`config.mk`:
```
export PLATFORM = sky130hd
export DESIGN_NAME = pix_axis_packer
export DESIGN_NICKNAME = d
export VERILOG_FILES = /design/src/rtl/pix_axis_packer.sv
export SDC_FILE = /design/constraint.sdc
export NUM_CORES = 1
export LEC_CHECK = 0
export ABC_AREA = 1
export CORE_MARGIN = 1
export CORE_UTILIZATION = 40
export DETAILED_ROUTE_END_ITERATION = 16
export GPL_ROUTABILITY_DRIVEN = 0
export PLACE_DENSITY = 0.59
export SETUP_SLACK_MARGIN = 0.5
export SLEW_MARGIN = 10
export SYNTH_ARGS = -nofsm -noshare
export SYNTH_HDL_FRONTEND = slang
export SYNTH_SLANG_ARGS = --single-unit
```
`constraint.sdc`:
```
create_clock -name iCLK -period 5.6 [get_ports iCLK]
set_input_delay 0.84 -clock iCLK [delete_from_list [all_inputs] [get_ports iCLK]]
set_output_delay 0.84 -clock iCLK [all_outputs]
set_load 0.01 [all_outputs]
```
`src/rtl/pix_axis_packer.sv`:
```
// pix_axis_packer: frames a camera pixel stream as AXI4-Stream video through a first-word-fall-through FIFO.
// Define PIX_AXIS_STATS_EN to add the oFRAME_CNT / oDROP_CNT statistics ports.
module pix_axis_packer #(
  parameter int DATA_W     = 24,
  parameter int H_ACTIVE   = 1280,
  parameter int V_ACTIVE   = 720,
  parameter int FIFO_DEPTH = 16
) (
  input  logic              iCLK,
  input  logic              iRST,
  input  logic [DATA_W-1:0] iDATA,
  input  logic              iDVAL,
  input  logic              iSYNC,
  output logic [DATA_W-1:0] m_axis_tdata,
  output logic              m_axis_tvalid,
  input  logic              m_axis_tready,
  output logic              m_axis_tuser,
  output logic              m_axis_tlast,
  output logic              oOVF,
  output logic              oSHORT
`ifdef PIX_AXIS_STATS_EN
  ,
  output logic [15:0]       oFRAME_CNT,
  output logic [15:0]       oDROP_CNT
`endif
);
  localparam int CW = (H_ACTIVE > 1) ? $clog2(H_ACTIVE) : 1;
  localparam int RW = (V_ACTIVE > 1) ? $clog2(V_ACTIVE) : 1;
  localparam int AW = $clog2(FIFO_DEPTH);
  localparam int EW = DATA_W + 2;
  localparam logic [CW-1:0] COL_MAX = CW'(H_ACTIVE - 1);
  localparam logic [RW-1:0] ROW_MAX = RW'(V_ACTIVE - 1);
  localparam logic [AW:0]   CNT_FULL = (AW + 1)'(FIFO_DEPTH);
  localparam logic [1:0] S_WAIT = 2'd0, S_ACTIVE = 2'd1, S_DROP = 2'd2;

  logic [1:0]    r_state;
  logic          r_sync_d;
  logic [CW-1:0] r_col;
  logic [RW-1:0] r_row;
  logic [EW-1:0] r_mem [FIFO_DEPTH];
  logic [AW-1:0] r_wptr, r_rptr;
  logic [AW:0]   r_cnt;
  logic          r_ovf, r_short;

  logic          w_rise, w_empty, w_full, w_pop, w_take, w_wr, w_ovf;
  logic          w_eol, w_eof, w_sof, w_trunc;
  logic [CW-1:0] w_col;
  logic [RW-1:0] w_row;
  logic [1:0]    w_nstate;
  logic [EW-1:0] w_head;

  // A sync edge restarts the frame in the same cycle, so a coincident pixel is pixel 0.
  always_comb begin
    w_rise   = iSYNC & ~r_sync_d;
    w_empty  = r_cnt == '0;
    w_full   = r_cnt == CNT_FULL;
    w_pop    = ~w_empty & m_axis_tready;
    w_take   = iDVAL & (w_rise | (r_state == S_ACTIVE));
    w_col    = w_rise ? '0 : r_col;
    w_row    = w_rise ? '0 : r_row;
    w_sof    = (w_col == '0) && (w_row == '0);
    w_eol    = w_col == COL_MAX;
    w_eof    = w_eol && (w_row == ROW_MAX);
    w_wr     = w_take & (~w_full | w_pop);
    w_ovf    = w_take & w_full & ~w_pop;
    w_trunc  = w_rise & (r_state == S_ACTIVE) & ((r_col != '0) | (r_row != '0));
    w_nstate = w_ovf ? S_DROP : (w_wr & w_eof) ? S_WAIT : w_rise ? S_ACTIVE : r_state;
    w_head   = r_mem[r_rptr];
  end

  always_ff @(posedge iCLK or posedge iRST) begin
    if (iRST) begin
      r_state  <= S_WAIT;
      r_sync_d <= 1'b0;
      r_col    <= '0;
      r_row    <= '0;
      r_wptr   <= '0;
      r_rptr   <= '0;
      r_cnt    <= '0;
      r_ovf    <= 1'b0;
      r_short  <= 1'b0;
    end else begin
      r_state  <= w_nstate;
      r_sync_d <= iSYNC;
      if (w_wr) begin
        r_col <= w_eol ? '0 : w_col + 1'b1;
        r_row <= w_eof ? '0 : w_eol ? w_row + 1'b1 : w_row;
      end else if (w_rise) begin
        r_col <= '0;
        r_row <= '0;
      end
      if (w_wr) r_wptr <= r_wptr + 1'b1;
      if (w_pop) r_rptr <= r_rptr + 1'b1;
      r_cnt <= r_cnt + {{AW{1'b0}}, w_wr} - {{AW{1'b0}}, w_pop};
      if (w_ovf) r_ovf <= 1'b1;
      if (w_trunc) r_short <= 1'b1;
    end
  end

  always_ff @(posedge iCLK) begin
    if (w_wr) r_mem[r_wptr] <= {w_sof, w_eol, iDATA};
  end

  // Head entry is gated so every output reads 0 while the FIFO is empty.
  assign m_axis_tvalid = ~w_empty;
  assign m_axis_tdata  = w_empty ? '0 : w_head[DATA_W-1:0];
  assign m_axis_tuser  = ~w_empty & w_head[DATA_W+1];
  assign m_axis_tlast  = ~w_empty & w_head[DATA_W];
  assign oOVF          = r_ovf;
  assign oSHORT        = r_short;

`ifdef PIX_AXIS_STATS_EN
  logic [15:0] r_frames, r_drops;
  logic        w_drop;

  assign w_drop = w_ovf | (iDVAL & ~w_rise & (r_state == S_DROP));

  always_ff @(posedge iCLK or posedge iRST) begin
    if (iRST) begin
      r_frames <= '0;
      r_drops  <= '0;
    end else begin
      if (w_wr & w_eof) r_frames <= r_frames + 1'b1;
      if (w_drop && r_drops != 16'hFFFF) r_drops <= r_drops + 1'b1;
    end
  end

  assign oFRAME_CNT = r_frames;
  assign oDROP_CNT  = r_drops;
`endif
endmodule
```
==> results.tsv, run 1 <==
metric	value	unit
Post-Syn Instances	1434	
Congestion Overflow GR	0	
critical path arrival	3.85	ns
startpoint types	flip-flop	
Fmax achieved	213	MHz
clock-pin slew on the worst setup and hold paths	0.06	ns
Worst-Skew Late Latency	0.58	ns
Die X	219	um
diodes inserted	0	
Post CTS Setup Buffer Count	0	
Initial DRC Count	1292	
hold crit path type	flip-flop to flip-flop	
IO Port Bufs	57	
Final Instance Area	21600	sq um
Pleak	7.23	nW
CORE AREA	46500	sq um
# placed instances	2046	
Cell variety after synth	37	
CTS root buf	clkbuf_16	
die area	48000	sq um
FFs w/ async S/R, synth	0.0857	
Die H	219	um
final setup fails	0	
CTS tree	built	
CTS H-tree lvls	2	
clk sinks	455	
Starting Density	0.405	
Worst-Margin Slew	1.03	ns
vias in the first global route	11700	
clock buffer depth	3	
First-pass DRT Iterations	5	
fin cells	2132	
Crit Path Category	flip-flop to output pin	
ys flop type	edfxtp_1	
final worst path period share	0.837	
largest cells by area after synthesis	edfxtp_1 (66%), dfrtp_1 (5.2%), nor2_1 (4.7%), o21bai_1 (4.1%), o221ai_1 (3.6%)	
Vias	12000	
drt drc	0	
Post-Syn Area	18800	sq um
EDFF count, synth	416	
Via density	5.62	
Worst Skew	0.0208	ns
Slew HR	0.317	
Worst VDD drop	0.271	mV
Synthesized Nets	1479	
minimum clock period	4.69	ns
CTS resizes	0	
largest fanout on the critical path	94	
Req. time, crit path	4.76	ns
commonest non-fill, non-tap cells in the layout	edfxtp_1 (416), nor2_1 (221), o21ai_0 (117), o21bai_1 (104), o221ai_1 (78)	
antenna viol nets, final	0	
Avg Cell Area, Syn	13.1	sq um
register area share after synthesis	0.715	
area leader, netlist	edfxtp_1	
placed cell area	20200	sq um
dpl ws	1.50	ns
RSZ-0062 raised after global routing	no	
setup_tns	0	ns
register bit count reported by yosys	455	
top cell type's share of synthesized area	0.663	
Post-DP HPWL	25700	um
Slew Viols, Final	0	
CP endpoint kind	output pin	
final-stage net count	1534	
setup ws final	0.911	ns
status	finished clean	
Util after Layout	0.465	
initial antenna violation count	0	
total global-route track usage	0.200	
CTS buffer count	48	
hold_buf cts	0	
WL final	47300	um
first-pass GRT wire length	71800	um
most common cell after layout, fill and taps aside	edfxtp_1	
Synth-to-Final Area Change	14.6	%
Final Hold Vio Count	0	
layout cell share with drive strength beyond 1	0.0931	
Yosys warning count	0	
Avg WL per Cell	22.2	um
FP Rows	79	
num ports	58	
pwr/cell area	505	nW/um^2
largest net degree at the start of global routing	100	
max cap viols	0	
## logic make-up after synthesis
group / count (synthesis) / synth area share
XOR/XNOR: 17 / 0.00790
AO/OA/AOI/OAI: 387 / 0.140
flip-flops: 455 / 0.715
buffers and inverters: 154 / 0.0339
AND/OR/NAND/NOR: 405 / 0.0921
adder cells (fa/ha/maj): 16 / 0.0110
## worst max-delay path, stage by stage, from the launching register on
cell and delay, ns:
dfrtp_4 0.77, inv_6 0.67, buf_4 0.48, o21ai_0 0.24
o211ai_1 0.13, nand3_1 0.12, a21oi_1 0.20, clkdlybuf4s50_1 0.58
## cells in the mapped netlist (3+ instances only)
master      n
buf_1       4
nand2_1    58
nand2_2     5
dfrtp_1    39
clkbuf_1   48
nand4_1    13
o211ai_1   26
nor3_1      8
inv_2       5
buf_2      36
o21ai_0   117
inv_1      56
o21a_1     26
edfxtp_1  416
nand2_4     3
nor2_1    237
nor2_2      3
o21bai_1  104
ha_1       15
xor2_1     15
nand3_1    73
a21oi_1    31
o221ai_1   78
## per-stage QoR
step / hold WS, ns / power, mW
after detailed placement: 0.455 / 8.12
after global routing: 0.514 / 11.5
after floorplan: 0.479 / 6.65
after global placement: 0.453 / 8.07
after CTS: 0.479 / 11.0
final: 0.470 / 10.9
## path summary, 6_finish.rpt
kind                                   end  slack, ns  cells past startpoint       from
max                        m_axis_tdata[6]       0.91                      7  r_rptr[0]
min                                   oOVF       0.47                      2       oOVF
max reg2reg                    r_mem[7][6]       2.59                      8   r_sync_d
min reg2reg                           oOVF       0.47                      2       oOVF
max in group asynchronous        r_rptr[0]       4.51                      3       iRST
min in group asynchronous       r_state[1]       0.71                      3       iRST
## layout make-up
type / instances / area [sq um]
clock buffers: 63 / 1260
well taps: 607 / 759
repair buffers: 96 / 876
inverters: 63 / 241
fillers: 4122 / 24900
multi-input cells: 825 / 4850
flip-flops and latches: 455 / 13500
clock inverters: 23 / 134
## where the power goes
part | internal [mW] | switching [mW]
Combinational | 1.37 | 2.30
Clock | 1.58 | 1.28
Sequential | 4.10 | 0.273
## registers in the layout (all words and copies together) (netlist names)
name / flops
r_state: 2
r_wptr: 4
r_sync_d: 1
r_rptr: 4
r_mem: 416
r_col: 11
r_cnt: 5
oOVF: 1
r_row: 10
oSHORT: 1
## metal layers
layer  GRT usage  routed length (um)
met3      0.0270                3040
met2       0.303               21500
met4      0.0576                1120
met1       0.299               21600
met5           0                   0
(Power assumes the default switching activity.)
==> inputs of run 2 (changes only) <==
==> constraint.sdc (replaced) <==
create_clock -name iCLK -period 4.5 [get_ports iCLK]
set_input_delay 0.675 -clock iCLK [delete_from_list [all_inputs] [get_ports iCLK]]
set_output_delay 0.675 -clock iCLK [all_outputs]
set_load 0.01 [all_outputs]
==> run 2 against run 1 <==
Against the previous run: wire length increased by 0.80%; via count decreased by 0.69%; sequential power increased by 22%; core utilization increased by 1.1 points; non-clock buffer count decreased by 2; first-iteration DRC count decreased by 16%; die area unchanged.
==> results.tsv, run 2 (synthesis results as in run 1) <==
metric	value	unit	change
largest net degree at the start of global routing	105		+5.0%
Avg WL per Cell	22.3	um	+0.56%
largest fanout on the critical path	25		-73%
Crit Path Category	flip-flop to output pin		
hold_buf cts	0		unchanged
Pleak	7.44	nW	+2.8%
Starting Density	0.405		unchanged
FP Rows	79		unchanged
# fillers	4045		-1.9%
Slew HR	0.333		+0.0164
antenna viol nets, final	0		unchanged
Slew Viols, Final	0		unchanged
WL final	47600	um	+0.80%
Synth-to-Final Area Change	17.3	%	
final-stage net count	1534		unchanged
Initial DRC Count	1083		-16%
num ports	58		unchanged
IO Port Bufs	57		unchanged
die area	48000	sq um	unchanged
worst setup path startpoint	r_rptr[1]		
RSZ-0062 raised after global routing	no		
critical-path cell list	buf_4 -> o21ai_0 -> o221ai_1 -> nand3_1 -> a21oi_1 -> clkdlybuf4s50_1		
Die H	219	um	unchanged
CTS root buf	clkbuf_16		
startpoint types	flip-flop		
drt drc	0		unchanged
layout cell share with drive strength beyond 1	0.107		+0.0141
commonest non-fill, non-tap cells in the layout	edfxtp_1 (416), nor2_1 (221), o21ai_0 (117), o21bai_1 (104), o221ai_1 (75)		
Worst VDD drop	0.336	mV	+24%
clk sinks	455		unchanged
biggest regs	r_mem (416), r_col (11), r_row (10)		
final setup fails	0		unchanged
status	finished clean		
minimum clock period	3.92	ns	
Buf/Inv on CP	2		-1
setup_tns	0	ns	unchanged
CTS buffer count	50		+4.2%
Vias	11900		-0.69%
Die X	219	um	unchanged
Critical Path Slowest Stage Cell	dfrtp_4		
CTS tree	built		
Worst-Skew Late Latency	0.60	ns	+0.02 ns
Largest register FFs	416		unchanged
final worst path period share	0.872		
CTS H-tree lvls	2		unchanged
initial antenna violation count	2		+2
first-pass GRT wire length	71600	um	-0.29%
Largest Register	r_mem		
clock buffer depth	3		unchanged
setup ws final	0.577	ns	-0.334 ns
Req. time, crit path	3.83	ns	-0.93 ns
total global-route track usage	0.200		about the same
CORE AREA	46500	sq um	unchanged
most common cell after layout, fill and taps aside	edfxtp_1		
worst r2r src	r_cnt[3]		
Congestion Overflow GR	0		unchanged
Worst-Margin Slew	0.998	ns	-0.0270 ns
origin of the worst min-delay path	oOVF		
pwr/cell area	664	nW/um^2	+31%
First-pass DRT Iterations	7		+2
Via density	5.57		-0.92%
clock-pin slew on the worst setup and hold paths	0.05	ns	about the same
hold crit path type	flip-flop to flip-flop		
CP top delay family	buffers and inverters		
CP endpoint kind	output pin		
Post-DP HPWL	27100	um	+5.3%
diodes inserted	0		unchanged
critical path arrival	3.25	ns	-0.60 ns
dpl ws	0.722	ns	-0.778 ns
CP max stage delay	0.72	ns	-0.05 ns
vias in the first global route	11600		-0.60%
Fmax achieved	255	MHz	
Final Hold Vio Count	0		unchanged
Worst Skew	0.0179	ns	-0.00281 ns
max cap viols	0		unchanged
[run 2: tightest hold or removal path, stage by stage, from the launching register on]
cell     delay, ns
dfrtp_1       0.34
inv_1         0.04
nand2_1       0.05
[run 2: area by class of cell]
class,count,area (sq um),area share
Clock buffer,62,1330,0.0600
Clock inverter,31,389,0.0176
Inverter,63,253,0.0114
Multi-Input combinational cell,825,4880,0.221
Sequential cell,455,13500,0.610
Tap cell,607,759,0.0344
Timing Repair Buffer,94,1000,0.0455
[run 2: final timing paths]
kind	slack, ns	cells after the start	end
hold / removal	0.47	2	oOVF
setup / recovery	0.58	6	m_axis_tdata[14]
hold reg to reg	0.47	2	oOVF
min in group asynchronous	0.53	3	r_sync_d
setup reg to reg	1.68	15	r_cnt[4]
max in group asynchronous	3.57	3	r_rptr[0]
[run 2: repair_timing]
action | in CTS | in global routing
gates resized for setup | 3 | 8
pin swaps | 0 | 0
cloned | 0 | 1
setup endpoints to repair | 22 | 14
buffers inserted | 3 | 0
[run 2: where the power goes]
group / internal, mW / leakage (nW) / switching, mW / total (mW)
registers: 5.10 / 4.26 / 0.242 / 5.35
logic: 1.87 / 2.34 / 3.20 / 5.07
clock network: 2.56 / 0.838 / 1.69 / 4.25
[run 2: stage by stage]
| stage | utilization | instance area, sq um | power [mW] | instances | hold WS (ns) |
|---|---|---|---|---|---|
| 2_1_floorplan | - | 18800 | 8.27 | 1434 | 0.479 |
| 3_3_place_gp | 0.436 | 20200 | 10.3 | 2040 | 0.457 |
| 3_5_place_dp | 0.436 | 20200 | 10.3 | 2040 | 0.450 |
| 4_1_cts | 0.474 | 22000 | 14.7 | 2136 | 0.477 |
| 5_1_grt | 0.475 | 22100 | 15.4 | 2137 | 0.487 |
| 6_report | 0.475 | 22100 | 14.7 | 2137 | 0.471 |
[run 2: metal layers]
| metal | vias to the layer above | GRT usage | wire length, um | share of wire |
|---|---|---|---|---|
| met5 | - | 0 | 13 | 0.00027 |
| met4 | 2 | 0.0551 | 948 | 0.020 |
| met3 | 70 | 0.0437 | 3100 | 0.065 |
| met2 | 368 | 0.300 | 21400 | 0.45 |
| met1 | 6006 | 0.292 | 22200 | 0.47 |
| li1 | 5460 | - | - | - |
==> inputs of run 3 (changes only) <==
--- a/config.mk
+++ b/config.mk
@@ -9,8 +9,9 @@
 export CORE_MARGIN = 1
 export CORE_UTILIZATION = 40
 export DETAILED_ROUTE_END_ITERATION = 16
+export DONT_BUFFER_PORTS = 1
 export GPL_ROUTABILITY_DRIVEN = 0
-export PLACE_DENSITY = 0.59
+export PLACE_DENSITY = 0.57
 export SETUP_SLACK_MARGIN = 0.5
 export SLEW_MARGIN = 10
 export SYNTH_ARGS = -nofsm -noshare
==> run 3 against run 2 <==
Against the previous run: cell count is 2.9% lower; final area is 4.8% lower; largest power group unchanged; die area stayed put; clock skew is 0.0021 ns higher; critical endpoint is now m_axis_tlast; clock-buffer cell count is 3 lower; first-iteration DRC count is 11% lower; core utilization is 2.3 points lower; critical path type unchanged.
==> results.tsv, run 3 (synthesis results as in run 1) <==
metric	value	unit	change
Worst-Skew Late Latency	0.58	ns	-0.02 ns
First-pass DRT Iterations	5		-2
Die X	219	um	unchanged
Slew HR	0.432		+0.0986
CP endpoint kind	output pin		
Congestion Overflow GR	0		unchanged
largest fanout on the critical path	65		+160%
clock-pin slew on the worst setup and hold paths	0.06	ns	about the same
# fillers	4139		+2.3%
final setup fails	0		unchanged
Largest register FFs	416		unchanged
largest net degree at the start of global routing	106		+0.95%
startpoint types	flip-flop		
Worst Skew	0.0200	ns	+0.00207 ns
max cap viols	0		unchanged
FF+latch area	13500	sq um	unchanged
critical path arrival	3.05	ns	-0.20 ns
Synth-to-Final Area Change	11.6	%	
Die H	219	um	unchanged
IO Port Bufs	0		-100%
CTS H-tree lvls	2		unchanged
CTS resizes	0		-3
dpl ws	1.33	ns	+0.608 ns
Post CTS Setup Buffer Count	0		-3
Vias	11600		-2.3%
Reg2Reg Setup Slack	1.52	ns	-0.16 ns
Worst path depth	6		unchanged
Req. time, crit path	3.83	ns	about the same
CTS buffer count	47		-6.0%
CORE AREA	46500	sq um	unchanged
Reg-to-Reg End	r_cnt[4]		
CTS root buf	clkbuf_16		
# placed instances	1988		-2.5%
Crit Path Category	flip-flop to output pin		
WL final	45600	um	-4.3%
biggest regs	r_mem (416), r_col (11), r_row (10)		
Post-DP HPWL	24400	um	-9.8%
diodes inserted	0		unchanged
RSZ-0062 raised after global routing	no		
Pleak	6.99	nW	-6.0%
Largest Register	r_mem		
die area	48000	sq um	unchanged
total global-route track usage	0.193		-0.00701
Buf/Inv on CP	2		unchanged
critical-path cell list	inv_6 -> buf_12 -> nor2_1 -> o221ai_1 -> nand3_1 -> a21oi_1		
Worst VDD drop	0.367	mV	+9.2%
FF-to-FF path depth	15		unchanged
final-stage net count	1475		-3.8%
setup_tns	0	ns	unchanged
num ports	58		unchanged
Slew Viols, Final	0		unchanged
status	finished clean		
antenna viol nets, final	0		unchanged
hold crit path type	input pin to async pin		
Setup crit end	m_axis_tlast		
pwr/cell area	620	nW/um^2	-6.6%
layout cell share with drive strength beyond 1	0.0934		-0.0138
Multi-input gate area	4850	sq um	-0.54%
hold_buf cts	0		unchanged
worst setup path startpoint	r_rptr[0]		
Final Hold Vio Count	0		unchanged
CP max stage delay	0.75	ns	+0.03 ns
clk sinks	455		unchanged
CTS tree	built		
first-pass GRT wire length	69400	um	-3.0%
Worst-Margin Slew	0.851	ns	-0.147 ns
most common cell after layout, fill and taps aside	edfxtp_1		
minimum clock period	3.72	ns	-0.203 ns
Via density	5.61		+0.63%
worst r2r src	r_cnt[2]		
commonest non-fill, non-tap cells in the layout	edfxtp_1 (416), nor2_1 (221), o21ai_0 (117), o21bai_1 (104), o221ai_1 (78)		
clock buffer depth	3		unchanged
drt drc	0		unchanged
Starting Density	0.405		unchanged
Avg WL per Cell	22.0	um	-1.4%
setup ws final	0.780	ns	+0.203 ns
Fmax achieved	269	MHz	+5.5%
fin cells	2074		-2.9%
FP Rows	79		unchanged
initial antenna violation count	0		-2
Initial DRC Count	966		-11%
CP top delay family	buffers and inverters		
vias in the first global route	11500		-1.4%
final worst path period share	0.827		-0.0452
Critical Path Slowest Stage Cell	dfrtp_4		
## run 3: cell types whose count changed in the layout (fill, tap and decap cells not counted), sizes merged
cell | before | now
clkdlybuf4s50 | 57 | 0
bufinv | 8 | 0
clkinv | 20 | 25
clkbuf | 63 | 59
buf | 36 | 38
clkinvlp | 3 | 2
## run 3: worst min path at each step
stage | startpoint | cells after the start | slack (ns) | endpoint
floorplan | r_cnt[0] | 1 | 0.48 | r_cnt[0]
global placement | r_cnt[0] | 1 | 0.50 | r_cnt[0]
detailed placement | r_cnt[0] | 1 | 0.51 | r_cnt[0]
CTS | iSYNC | 0 | 0.09 | r_sync_d
global route | iSYNC | 0 | 0.09 | r_sync_d
finish | iRST | 2 | 0.11 | r_state[0]
## run 3: power breakdown
part | switching [mW] | internal [mW] | leakage (nW)
combinational | 2.78 | 1.30 | 2.06
clock | 1.59 | 1.96 | 0.669
sequential | 0.308 | 5.10 | 4.26
total | 4.68 | 8.36 | 6.99
## run 3: metrics by stage
step	hold slack [ns]	area [sq um]	util	total power [mW]
floorplan	0.479	18800	-	8.27
global placement	0.498	19600	0.423	9.57
detailed placement	0.510	19600	0.423	9.63
CTS	0.0875	21000	0.453	13.2
global route	0.0916	21000	0.453	13.7
finish	0.108	21000	0.453	13.0
## run 3: area by class of cell
class	count	area share
Inverter	63	0.0115
Timing Repair Buffer	38	0.0148
Clock buffer	59	0.0591
Multi-Input combinational cell	825	0.231
Sequential cell	455	0.641
Tap cell	607	0.0361
Clock inverter	27	0.00678
## run 3: metal layers
layer | wire length (um) | share of wire | global-route usage
met3 | 2890 | 0.063 | 0.0362
met1 | 20200 | 0.44 | 0.267
met4 | 930 | 0.020 | 0.0553
met5 | 0 | 0 | 0
met2 | 21600 | 0.47 | 0.309
